### src/rtl/mdr_pkg.sv
// Shared definitions for the memory data register: size codes, FSM states
// and the access alignment rule.
package mdr_pkg;

    localparam logic [1:0] SZ_BYTE = 2'b00;
    localparam logic [1:0] SZ_HALF = 2'b01;
    localparam logic [1:0] SZ_WORD = 2'b10;
    localparam logic [1:0] SZ_FULL = 2'b11;

    typedef enum logic [1:0] {
        ST_IDLE    = 2'b00,
        ST_RD_WAIT = 2'b01,
        ST_WR_WAIT = 2'b10
    } mdr_state_t;

    // Offset is passed zero-extended to 8 bits so one function serves every DATA_W.
    function automatic logic is_aligned(input logic [1:0] sz, input logic [7:0] off);
        logic ok;
        case (sz)
            SZ_BYTE: ok = 1'b1;
            SZ_HALF: ok = (off[0] == 1'b0);
            SZ_WORD: ok = (off[1:0] == 2'b00);
            SZ_FULL: ok = (off == 8'h00);
            default: ok = 1'b0;
        endcase
        return ok;
    endfunction

endpackage

### src/rtl/mdr_lane_align.sv
// Combinational byte-lane steering: lane enables, write data placement and
// read field extraction with sign/zero extension.
module mdr_lane_align
    import mdr_pkg::*;
#(
    parameter int DATA_W = 32
) (
    input  logic [1:0]                    size,
    input  logic                          signed_ld,
    input  logic [$clog2(DATA_W/8)-1:0]   off,
    input  logic [DATA_W-1:0]             wr_src,
    input  logic [DATA_W-1:0]             rd_src,
    output logic [DATA_W/8-1:0]           be,
    output logic [DATA_W-1:0]             wdata,
    output logic [DATA_W-1:0]             rdata
);

    localparam int NB    = DATA_W / 8;
    localparam int OFF_W = $clog2(NB);

    logic [NB-1:0]     lane_mask_s;
    logic [DATA_W-1:0] field_mask_s;
    logic [DATA_W-1:0] rd_shift_s;
    logic [OFF_W+2:0]  sh_s;
    logic              sign_s;

    assign sh_s = {off, 3'b000};

    // Lane and bit masks for the access size, anchored at lane 0.
    always_comb begin
        lane_mask_s  = '0;
        field_mask_s = '0;
        case (size)
            SZ_BYTE: lane_mask_s[0]   = 1'b1;
            SZ_HALF: lane_mask_s[1:0] = 2'b11;
            SZ_WORD: lane_mask_s[3:0] = 4'b1111;
            SZ_FULL: lane_mask_s      = '1;
            default: lane_mask_s      = '0;
        endcase
        for (int i = 0; i < NB; i++) begin
            field_mask_s[8*i +: 8] = {8{lane_mask_s[i]}};
        end
    end

    // Place the write field into its lanes and pull the read field down to bit 0.
    always_comb begin
        be         = lane_mask_s << off;
        wdata      = (wr_src & field_mask_s) << sh_s;
        rd_shift_s = rd_src >> sh_s;
        case (size)
            SZ_BYTE: sign_s = rd_shift_s[7];
            SZ_HALF: sign_s = rd_shift_s[15];
            SZ_WORD: sign_s = rd_shift_s[31];
            SZ_FULL: sign_s = rd_shift_s[DATA_W-1];
            default: sign_s = 1'b0;
        endcase
        if (signed_ld && sign_s) begin
            rdata = (rd_shift_s & field_mask_s) | ~field_mask_s;
        end else begin
            rdata = rd_shift_s & field_mask_s;
        end
    end

endmodule

### src/rtl/mdr_mem_port.sv
// Memory data register with its own req/ack memory transactions, sized
// lane-aligned accesses, load extension and a sticky error flag.
module mdr_mem_port
    import mdr_pkg::*;
#(
    parameter int DATA_W  = 32,
    parameter int TIMEOUT = 15
) (
    input  logic                          clk,
    input  logic                          clr,
    input  logic [DATA_W-1:0]             bus_mux_out,
    input  logic                          mdr_in,
    input  logic                          mdr_read,
    input  logic                          mdr_write,
    input  logic [1:0]                    size,
    input  logic                          signed_ld,
    input  logic [$clog2(DATA_W/8)-1:0]   byte_off,
    input  logic [DATA_W-1:0]             mem_rdata,
    input  logic                          mem_ack,
    output logic [DATA_W-1:0]             q,
    output logic                          mem_req,
    output logic                          mem_we,
    output logic [DATA_W/8-1:0]           mem_be,
    output logic [DATA_W-1:0]             mem_wdata,
    output logic                          busy,
    output logic                          err
);

    localparam int NB    = DATA_W / 8;
    localparam int OFF_W = $clog2(NB);
    localparam int CNT_W = (TIMEOUT < 2) ? 1 : $clog2(TIMEOUT + 1);
    // Counter value seen on the last wait edge before the timeout fires.
    localparam logic [CNT_W-1:0] TO_LAST = CNT_W'((TIMEOUT > 0) ? TIMEOUT - 1 : 0);

    mdr_state_t        state_r, state_nxt_s;
    logic [DATA_W-1:0] q_r, q_nxt_s;
    logic              req_r, req_nxt_s;
    logic              we_r, we_nxt_s;
    logic [NB-1:0]     be_r, be_nxt_s;
    logic [DATA_W-1:0] wdata_r, wdata_nxt_s;
    logic              busy_r, busy_nxt_s;
    logic              err_r, err_nxt_s;
    logic [CNT_W-1:0]  cnt_r, cnt_nxt_s;
    logic [1:0]        lat_size_r, lat_size_nxt_s;
    logic              lat_signed_r, lat_signed_nxt_s;
    logic [OFF_W-1:0]  lat_off_r, lat_off_nxt_s;

    logic              aligned_s;
    logic              timeout_s;
    logic [1:0]        al_size_s;
    logic              al_signed_s;
    logic [OFF_W-1:0]  al_off_s;
    logic [NB-1:0]     be_s;
    logic [DATA_W-1:0] wdata_s;
    logic [DATA_W-1:0] rdata_s;

    assign aligned_s = is_aligned(size, 8'(byte_off));

    // Steering uses the live command in IDLE and the latched access while waiting.
    always_comb begin
        if (state_r == ST_IDLE) begin
            al_size_s   = size;
            al_signed_s = signed_ld;
            al_off_s    = byte_off;
        end else begin
            al_size_s   = lat_size_r;
            al_signed_s = lat_signed_r;
            al_off_s    = lat_off_r;
        end
    end

    mdr_lane_align #(.DATA_W(DATA_W)) u_align (
        .size      (al_size_s),
        .signed_ld (al_signed_s),
        .off       (al_off_s),
        .wr_src    (q_r),
        .rd_src    (mem_rdata),
        .be        (be_s),
        .wdata     (wdata_s),
        .rdata     (rdata_s)
    );

    // Timeout fires when the last allowed wait cycle passes without an ack.
    always_comb begin
        if ((TIMEOUT != 0) && (cnt_r == TO_LAST) && !mem_ack) begin
            timeout_s = 1'b1;
        end else begin
            timeout_s = 1'b0;
        end
    end

    // State register.
    always_ff @(posedge clk) begin
        if (!clr) begin
            state_r <= ST_IDLE;
        end else begin
            state_r <= state_nxt_s;
        end
    end

    // Next-state logic.
    always_comb begin
        state_nxt_s = state_r;
        case (state_r)
            ST_IDLE: begin
                if (mdr_read && aligned_s) begin
                    state_nxt_s = ST_RD_WAIT;
                end else if (mdr_write && !mdr_read && aligned_s) begin
                    state_nxt_s = ST_WR_WAIT;
                end else begin
                    state_nxt_s = ST_IDLE;
                end
            end
            ST_RD_WAIT, ST_WR_WAIT: begin
                if (mem_ack || timeout_s) begin
                    state_nxt_s = ST_IDLE;
                end else begin
                    state_nxt_s = state_r;
                end
            end
            default: state_nxt_s = ST_IDLE;
        endcase
    end

    // Next values for the data, handshake and error registers.
    always_comb begin
        q_nxt_s          = q_r;
        req_nxt_s        = req_r;
        we_nxt_s         = we_r;
        be_nxt_s         = be_r;
        wdata_nxt_s      = wdata_r;
        err_nxt_s        = err_r;
        cnt_nxt_s        = cnt_r;
        lat_size_nxt_s   = lat_size_r;
        lat_signed_nxt_s = lat_signed_r;
        lat_off_nxt_s    = lat_off_r;
        busy_nxt_s       = (state_nxt_s != ST_IDLE);
        case (state_r)
            ST_IDLE: begin
                if (mdr_read || mdr_write) begin
                    if (aligned_s) begin
                        err_nxt_s        = 1'b0;
                        req_nxt_s        = 1'b1;
                        we_nxt_s         = !mdr_read;
                        be_nxt_s         = be_s;
                        wdata_nxt_s      = wdata_s;
                        cnt_nxt_s        = '0;
                        lat_size_nxt_s   = size;
                        lat_signed_nxt_s = signed_ld;
                        lat_off_nxt_s    = byte_off;
                    end else begin
                        err_nxt_s = 1'b1;
                    end
                end else if (mdr_in) begin
                    q_nxt_s = bus_mux_out;
                end else begin
                    q_nxt_s = q_r;
                end
            end
            ST_RD_WAIT, ST_WR_WAIT: begin
                if (mem_ack || timeout_s) begin
                    req_nxt_s = 1'b0;
                    we_nxt_s  = 1'b0;
                    be_nxt_s  = '0;
                    if (mem_ack && (state_r == ST_RD_WAIT)) begin
                        q_nxt_s = rdata_s;
                    end else begin
                        q_nxt_s = q_r;
                    end
                    if (!mem_ack) begin
                        err_nxt_s = 1'b1;
                    end else begin
                        err_nxt_s = err_r;
                    end
                end else begin
                    cnt_nxt_s = cnt_r + CNT_W'(1);
                end
            end
            default: begin
                req_nxt_s = 1'b0;
                we_nxt_s  = 1'b0;
                be_nxt_s  = '0;
            end
        endcase
    end

    // Datapath and output registers.
    always_ff @(posedge clk) begin
        if (!clr) begin
            q_r          <= '0;
            req_r        <= 1'b0;
            we_r         <= 1'b0;
            be_r         <= '0;
            wdata_r      <= '0;
            busy_r       <= 1'b0;
            err_r        <= 1'b0;
            cnt_r        <= '0;
            lat_size_r   <= SZ_BYTE;
            lat_signed_r <= 1'b0;
            lat_off_r    <= '0;
        end else begin
            q_r          <= q_nxt_s;
            req_r        <= req_nxt_s;
            we_r         <= we_nxt_s;
            be_r         <= be_nxt_s;
            wdata_r      <= wdata_nxt_s;
            busy_r       <= busy_nxt_s;
            err_r        <= err_nxt_s;
            cnt_r        <= cnt_nxt_s;
            lat_size_r   <= lat_size_nxt_s;
            lat_signed_r <= lat_signed_nxt_s;
            lat_off_r    <= lat_off_nxt_s;
        end
    end

    assign q         = q_r;
    assign mem_req   = req_r;
    assign mem_we    = we_r;
    assign mem_be    = be_r;
    assign mem_wdata = wdata_r;
    assign busy      = busy_r;
    assign err       = err_r;

endmodule

### config.mk
export PLATFORM = sky130hd
export DESIGN_NAME = mdr_mem_port
export DESIGN_NICKNAME = d
export VERILOG_FILES = /design/src/rtl/mdr_pkg.sv /design/src/rtl/mdr_lane_align.sv /design/src/rtl/mdr_mem_port.sv
export SDC_FILE = /design/constraint.sdc
export NUM_CORES = 1
export LEC_CHECK = 0
export CAP_MARGIN = 20
export CORE_MARGIN = 4
export CORE_UTILIZATION = 48
export CTS_CLUSTER_DIAMETER = 80
export DETAILED_ROUTE_END_ITERATION = 12
export PLACE_DENSITY = 0.81
export SYNTH_ARGS = -nofsm -noshare
export SYNTH_HDL_FRONTEND = slang
export SYNTH_HIERARCHICAL = 1
export SYNTH_SLANG_ARGS = --single-unit
### constraint.sdc
create_clock -name clk -period 3 [get_ports clk]
set_clock_uncertainty 0.2 [all_clocks]
set_input_delay 0.45 -clock clk [delete_from_list [all_inputs] [get_ports clk]]
set_output_delay 0.45 -clock clk [all_outputs]
set_load 0.03 [all_outputs]
# ---- After elaboration in Yosys (flattened, before gate mapping)
# Cells that the tools add are included.
dict set report word_totals {
  ramBits 0
  rom_bits 0
  register_bits 83
  memories 0
  inputBits 75
  output_inout_bits 72
  latchBits 0
  word_cells 103
}
dict set report classes {
  n_lt_le_gt_ge 0
  eq_ne 17
  n_div 0
  n_bitwise 5
  n_shift 3
  n_mul 0
  reduce_logical 26
  n_mux 39
  n_addsub 1
}
# op n
set ops {}
lappend ops {{32-bit two-way mux} 5}
lappend ops {{32-bit AND} 2}
lappend ops {{32-bit one-hot mux with 2 select lines} 1}
lappend ops {{32-bit inverter} 1}
lappend ops {{32-bit bitwise OR} 1}
lappend ops {{32-bit by 5-bit left shift with 32-bit output} 1}
lappend ops {{32-bit by 5-bit >> shifter with 32-bit output} 1}
lappend ops {{4-bit two-way mux} 6}
lappend ops {{4-bit one-hot mux with 2 select lines} 2}
lappend ops {{2-bit != test, second input constant} 7}
lappend ops {{1-bit two-way mux} 13}
lappend ops {{2-bit two-way mux} 6}
lappend ops {{2-bit equality test, second input constant} 5}
lappend ops {{2-bit logical NOT} 4}
lappend ops {{4-bit AND reduction} 2}
lappend ops {{2-bit by 1-bit equality test with 1-bit output, second input constant} 3}
lappend ops {{1-bit logical AND} 6}
lappend ops {{1-bit one-hot mux with 2 select lines} 3}
lappend ops {{1-bit one-hot mux with 3 select lines} 2}
lappend ops {{3-bit AND reduction} 2}
lappend ops {{2-bit OR reduction} 3}
lappend ops {{5-bit AND reduction} 1}
lappend ops {{4-bit by 1-bit adder with 4-bit output, second input constant} 1}
lappend ops {{4-bit equality test, second input constant} 1}
lappend ops {{9 further kinds} 12}

# ---- Longest topological paths before layout
dict set report depth {
  ltp_word 11
  depth_mapped 13
  depth_no_buf 9
}

# ---- By module
# Netlist, hierarchy kept.
# mod cells_per_inst instances area_each_um2 seq_area_each_um2
set modules_own_cells {}
lappend modules_own_cells {mdr_mem_port 386 1 3682.3 1661.6}
lappend modules_own_cells {mdr_lane_align 212 1 1393.8 0.0}

# ---- Worst setup path after synthesis
# OpenSTA, ideal clock, no wires.
dict set report synth_path {
  path_kind {flip-flop to flip-flop}
  start {reg state_r[0]}
  end {reg q_r[16] (netlist: q[16])}
  t_required_ps 2684
  arrival_ps 2299
  path_stages_with_launch 13
  path_slack_ps 385
  synth_period_minus_slack_ps 2615
  setup_ps 116
  path_buffers 3
  path_cell_list {dfxtp_1 > inv_1 > ha_1 > buf_4 > mux2_2 > buf_6 > mux2_4 > o221ai_4 > buf_6 > o22ai_1 > mux2i_1 > nand2_1 > o211a_1}
}
dict set report synth_between {
  elab_cells_between_ends 30
  classes_between {eq/ne: 9; shift: 1; mux: 9; bitwise: 3; reduce/logical: 8}
}
# item line
set synth_lines {}
lappend synth_lines {{from (decl)} mdr_mem_port.sv:35} ;# mdr_state_t state_r, state_nxt_s;
lappend synth_lines {{from (signal assigned)} mdr_mem_port.sv:97} ;# state_r <= state_nxt_s;
lappend synth_lines {{2-bit logical NOT *} mdr_mem_port.sv:61} ;# if (state_r == ST_IDLE) begin
lappend synth_lines {{2-bit two-way mux *} mdr_mem_port.sv:61}
lappend synth_lines {{named net al_off_s[0]} mdr_mem_port.sv:52} ;# logic [OFF_W-1:0] al_off_s;
lappend synth_lines {{32-bit by 5-bit >> shifter with 32-bit output *} mdr_lane_align.sv:49} ;# rd_shift_s = rd_src >> sh_s;
lappend synth_lines {{1-bit one-hot mux with 3 select lines / 32-bit AND (equally long branches)} {mdr_lane_align.sv:50, mdr_lane_align.sv:58, mdr_lane_align.sv:60}}
lappend synth_lines {{1-bit logical AND / 32-bit bitwise OR (equally long branches)} {mdr_lane_align.sv:57, mdr_lane_align.sv:58}}
lappend synth_lines {{32-bit two-way mux *} mdr_lane_align.sv:57} ;# if (signed_ld && sign_s) begin
lappend synth_lines {{named net rdata_s[16]} mdr_mem_port.sv:55} ;# logic [DATA_W-1:0] rdata_s;
lappend synth_lines {{32-bit two-way mux *} mdr_mem_port.sv:165} ;# if (mem_ack && (state_r == ST_RD_WAIT)) begin
lappend synth_lines {{32-bit two-way mux *} mdr_mem_port.sv:161} ;# if (mem_ack || timeout_s) begin
lappend synth_lines {{32-bit one-hot mux with 2 select lines *} mdr_mem_port.sv:138} ;# case (state_r)
lappend synth_lines {{to (signal assigned)} mdr_mem_port.sv:202} ;# q_r <= q_nxt_s;
lappend synth_lines {{to (decl)} mdr_mem_port.sv:36} ;# logic [DATA_W-1:0] q_r, q_nxt_s;
# Mark *: on every way through the listed nets, which the timed path passes. The rest lies on a longest branch. The select of a mux whose other input is x is not followed.
# A chain may end at the register's enable or synchronous reset.

# ---- Final worst setup path
dict set report layout_path {
  start {reg state_r[0]}
  end {reg q_r[25] (netlist: q[25])}
}
# Same word-level chain as after synthesis.

==> impl_metrics.py <==
metrics = {
    "sta": {
        "tightest_slew_ps": 619,
        "finalSetupViolations": 0,
        "clock.fmax_ghz": 0.356,
        "setup_tns_ps": 0,
        "relSlewSlack_pct": 58.8,
        "hold_viol_final": 0,
        "period_share_pct": 93.7,
        "min_period_ps": 2810,
        "holdWs_ps": 264,
        "rsz0062_at_grt": "false",
        "final_max_slew_viol_count": 0,
    },
    "floorplan": {
        "initial_utilization_pct": 49.2,
        "core_um2": 10300,
        "die-area_um2": 12300,
        "rows": 37,
        "die_w_um": 111,
        "die_h_um": 111,
        "ios": 147,
    },
    "critical_path": {
        "path_class": "reg2reg",
        "crit_fanout": 16,
        "critical_path.top_delay_family": "multiplexers",
        "end_kind": "register",
        "arrival_ps": 2870,
        "start_kind": "register",
        "slowest_stage": "mux2_2",
        "path_cells": "inv_1, ha_2, mux2_2, mux2_4, o221ai_4, o21ai_0, mux2i_1, nand2_1, o211a_1",
        "max_stage_delay_ps": 460,
        "cp.required_ps": 3060,
        "path_buf_inv": 1,
    },
    "routing": {
        "vias": 4987,
        "wl_um": 16000,
        "dr.pass1.iters": 5,
        "wl_per_cell_um": 18.5,
        "drt_drc_violations_left": 0,
        "antenna_left": 0,
        "viasPerCell": 5.79,
        "drt_iter0_drc": 327,
    },
    "placed_design": {
        "hpwl_um": 12200,
        "place_congestion": 0.935,
        "io_buffers": 146,
        "dp_cells": 846,
    },
    "cells_and_area": {
        "synthToLayoutAreaGrowth_pct": 34.1,
        "layout-drive-gt1-share_pct": 9.23,
        "antenna_cells": 0,
        "final_cell_mix": "145 x clkdlybuf4s50_1, 140 x nand2_1, 83 x dfxtp_1",
        "layout_commonest_cell": "clkdlybuf4s50_1",
        "fin_nets": 802,
        "layoutNonFillerInstCount": 862,
    },
    "power": {
        "power.total_w": 0.00304,
        "peakVddDrop_v": 0.000305,
        "p_leak_nw": 2.69,
        "power_density_nw_per_um2": 447,
    },
    "clock_network": {
        "clk_path_buf_depth": 2,
        "cts_root_buf": "clkbuf_8",
        "clk_pin_slew_worst_paths_ps": 90,
        "cts_buffers": 9,
        "clock_sinks": 83,
        "cts_resized": 0,
        "clk_latency_ps": 360,
        "cts_tree": "done",
        "htreeDepth": 3,
        "post_cts_buffers": 0,
        "cts_hold_buf": 0,
    },
    "logic_synthesis": {
        "yosysSeqAreaShare_pct": 32.7,
        "syn_avg_cell_area_um2": 8.49,
        "syn_inst": 598,
        "synth-seq-cells": 83,
        "synth_cell_type_count": 56,
        "synth_nets": 679,
        "yosysWarnings": 6,
        "async_flop_share_pct": 0,
        "syn_area_um2": 5080,
        "synthFlopType": "dfxtp_1",
        "synth-edff-count": 0,
    },
    "flow_run": {
        "maxCapViolCount": 0,
    },
    "global_routing": {
        "grt_overflow_total": 0,
        "grt_pass1_wl_um": 25500,
        "grt_pass1_vias": 4862,
        "antenna_found_initial": 0,
        "grt_max_degree": 65,
        "track_usage_pct": 25.5,
    },
    "status": {
        "status": "finished, final reports clean",
    },
    "hold_path": {
        "worst_hold_path_type": "reg2reg",
    },
}
## power by group
group	internal, W	leakage [nW]	switching [W]
clock	0.000476	0.108	0.000426
combinational	0.000407	1.91	0.000506
sequential	0.00116	0.675	0.0000659
total	0.00204	2.69	0.000998
## kinds of logic after synthesis
logic type	count (synthesis)	share of synthesized area (%)
and+or+nand+nor	201	18.0
AOI/OAI and AO/OA	185	28.3
DFF	83	32.7
muxes	64	13.1
buffers and inverters	59	6.36
adders and majority gates	6	1.48
## path summary, 6_finish.rpt
kind	cells after the start	startpoint	to	slack, ps
max	9	state_r[0]$_SDFF_PN0_	q[25]$_SDFFE_PN0P_	190
min	2	lat_size_r[0]$_SDFFE_PN0P_	lat_size_r[0]$_SDFFE_PN0P_	260
max reg2reg	9	state_r[0]$_SDFF_PN0_	q[25]$_SDFFE_PN0P_	190
min reg2reg	2	lat_size_r[0]$_SDFFE_PN0P_	lat_size_r[0]$_SDFFE_PN0P_	260
## worst register-to-register path, stage by stage (launching register included)
cell	delay [ps]
dfxtp_1	350
inv_1	110
ha_2	250
mux2_2	460
mux2_4	360
o221ai_4	390
o21ai_0	190
mux2i_1	210
nand2_1	70
o211a_1	130
## stage by stage
| step | util [%] | worst slack, ps | cell area (µm²) |
|---|---|---|---|
| detailed placement | 63.8 | 62.9 | 6590 |
| floorplan | - | 385 | 5080 |
| global placement | 63.8 | 104 | 6590 |
| finish | 65.9 | 188 | 6810 |
| CTS | 65.9 | 178 | 6800 |
| global route | 65.9 | 42.4 | 6810 |
## sequential cells by signal, summed over array words and instances, names as in the netlist
signal        flops
busy              1
cnt_r             4
err               1
lat_off_r         2
lat_signed_r      1
lat_size_r        2
mem_be            4
mem_req           1
mem_wdata        32
mem_we            1
q                32
state_r           2
## metal layers
metal | track usage (%) | wire length [µm]
met5 | 0 | 0
met4 | 7.55 | 317
met3 | 5.57 | 1360
met2 | 42.4 | 7490
met1 | 33.2 | 6820
## cell usage after synthesis, types with 5 or more instances
master	n	area, µm²
a21boi_0	36	270
a211oi_1	8	60.1
o21ai_0	33	165
buf_6	5	56.3
a21oi_1	13	65.1
o211a_1	32	320
nor2_1	5	18.8
nand2_1	140	526
a22o_1	5	43.8
nand2b_1	6	37.5
mux2_2	5	56.3
o22ai_1	11	68.8
ha_1	6	75.1
a32oi_1	8	70.1
mux2i_1	57	571
nor2b_1	20	125
and2_1	8	50.1
o2bb2ai_1	9	78.8
buf_4	10	75.1
clkbuf_1	17	63.8
dfxtp_1	83	1660
or2_2	10	62.6
inv_1	6	22.5
buf_2	20	100
a31oi_1	7	43.8
## area by class of cell
class                           count  area [µm²]
Clock inverter                      5        86.3
Timing Repair Buffer              165        1640
Clock buffer                       11         131
Multi-Input combinational cell    456        3100
Sequential cell                    83        1660
Tap cell                          136         170
Fill cell                         868        3520
Inverter                            6        22.5
Note: power is estimated with default switching activity, not from simulation.
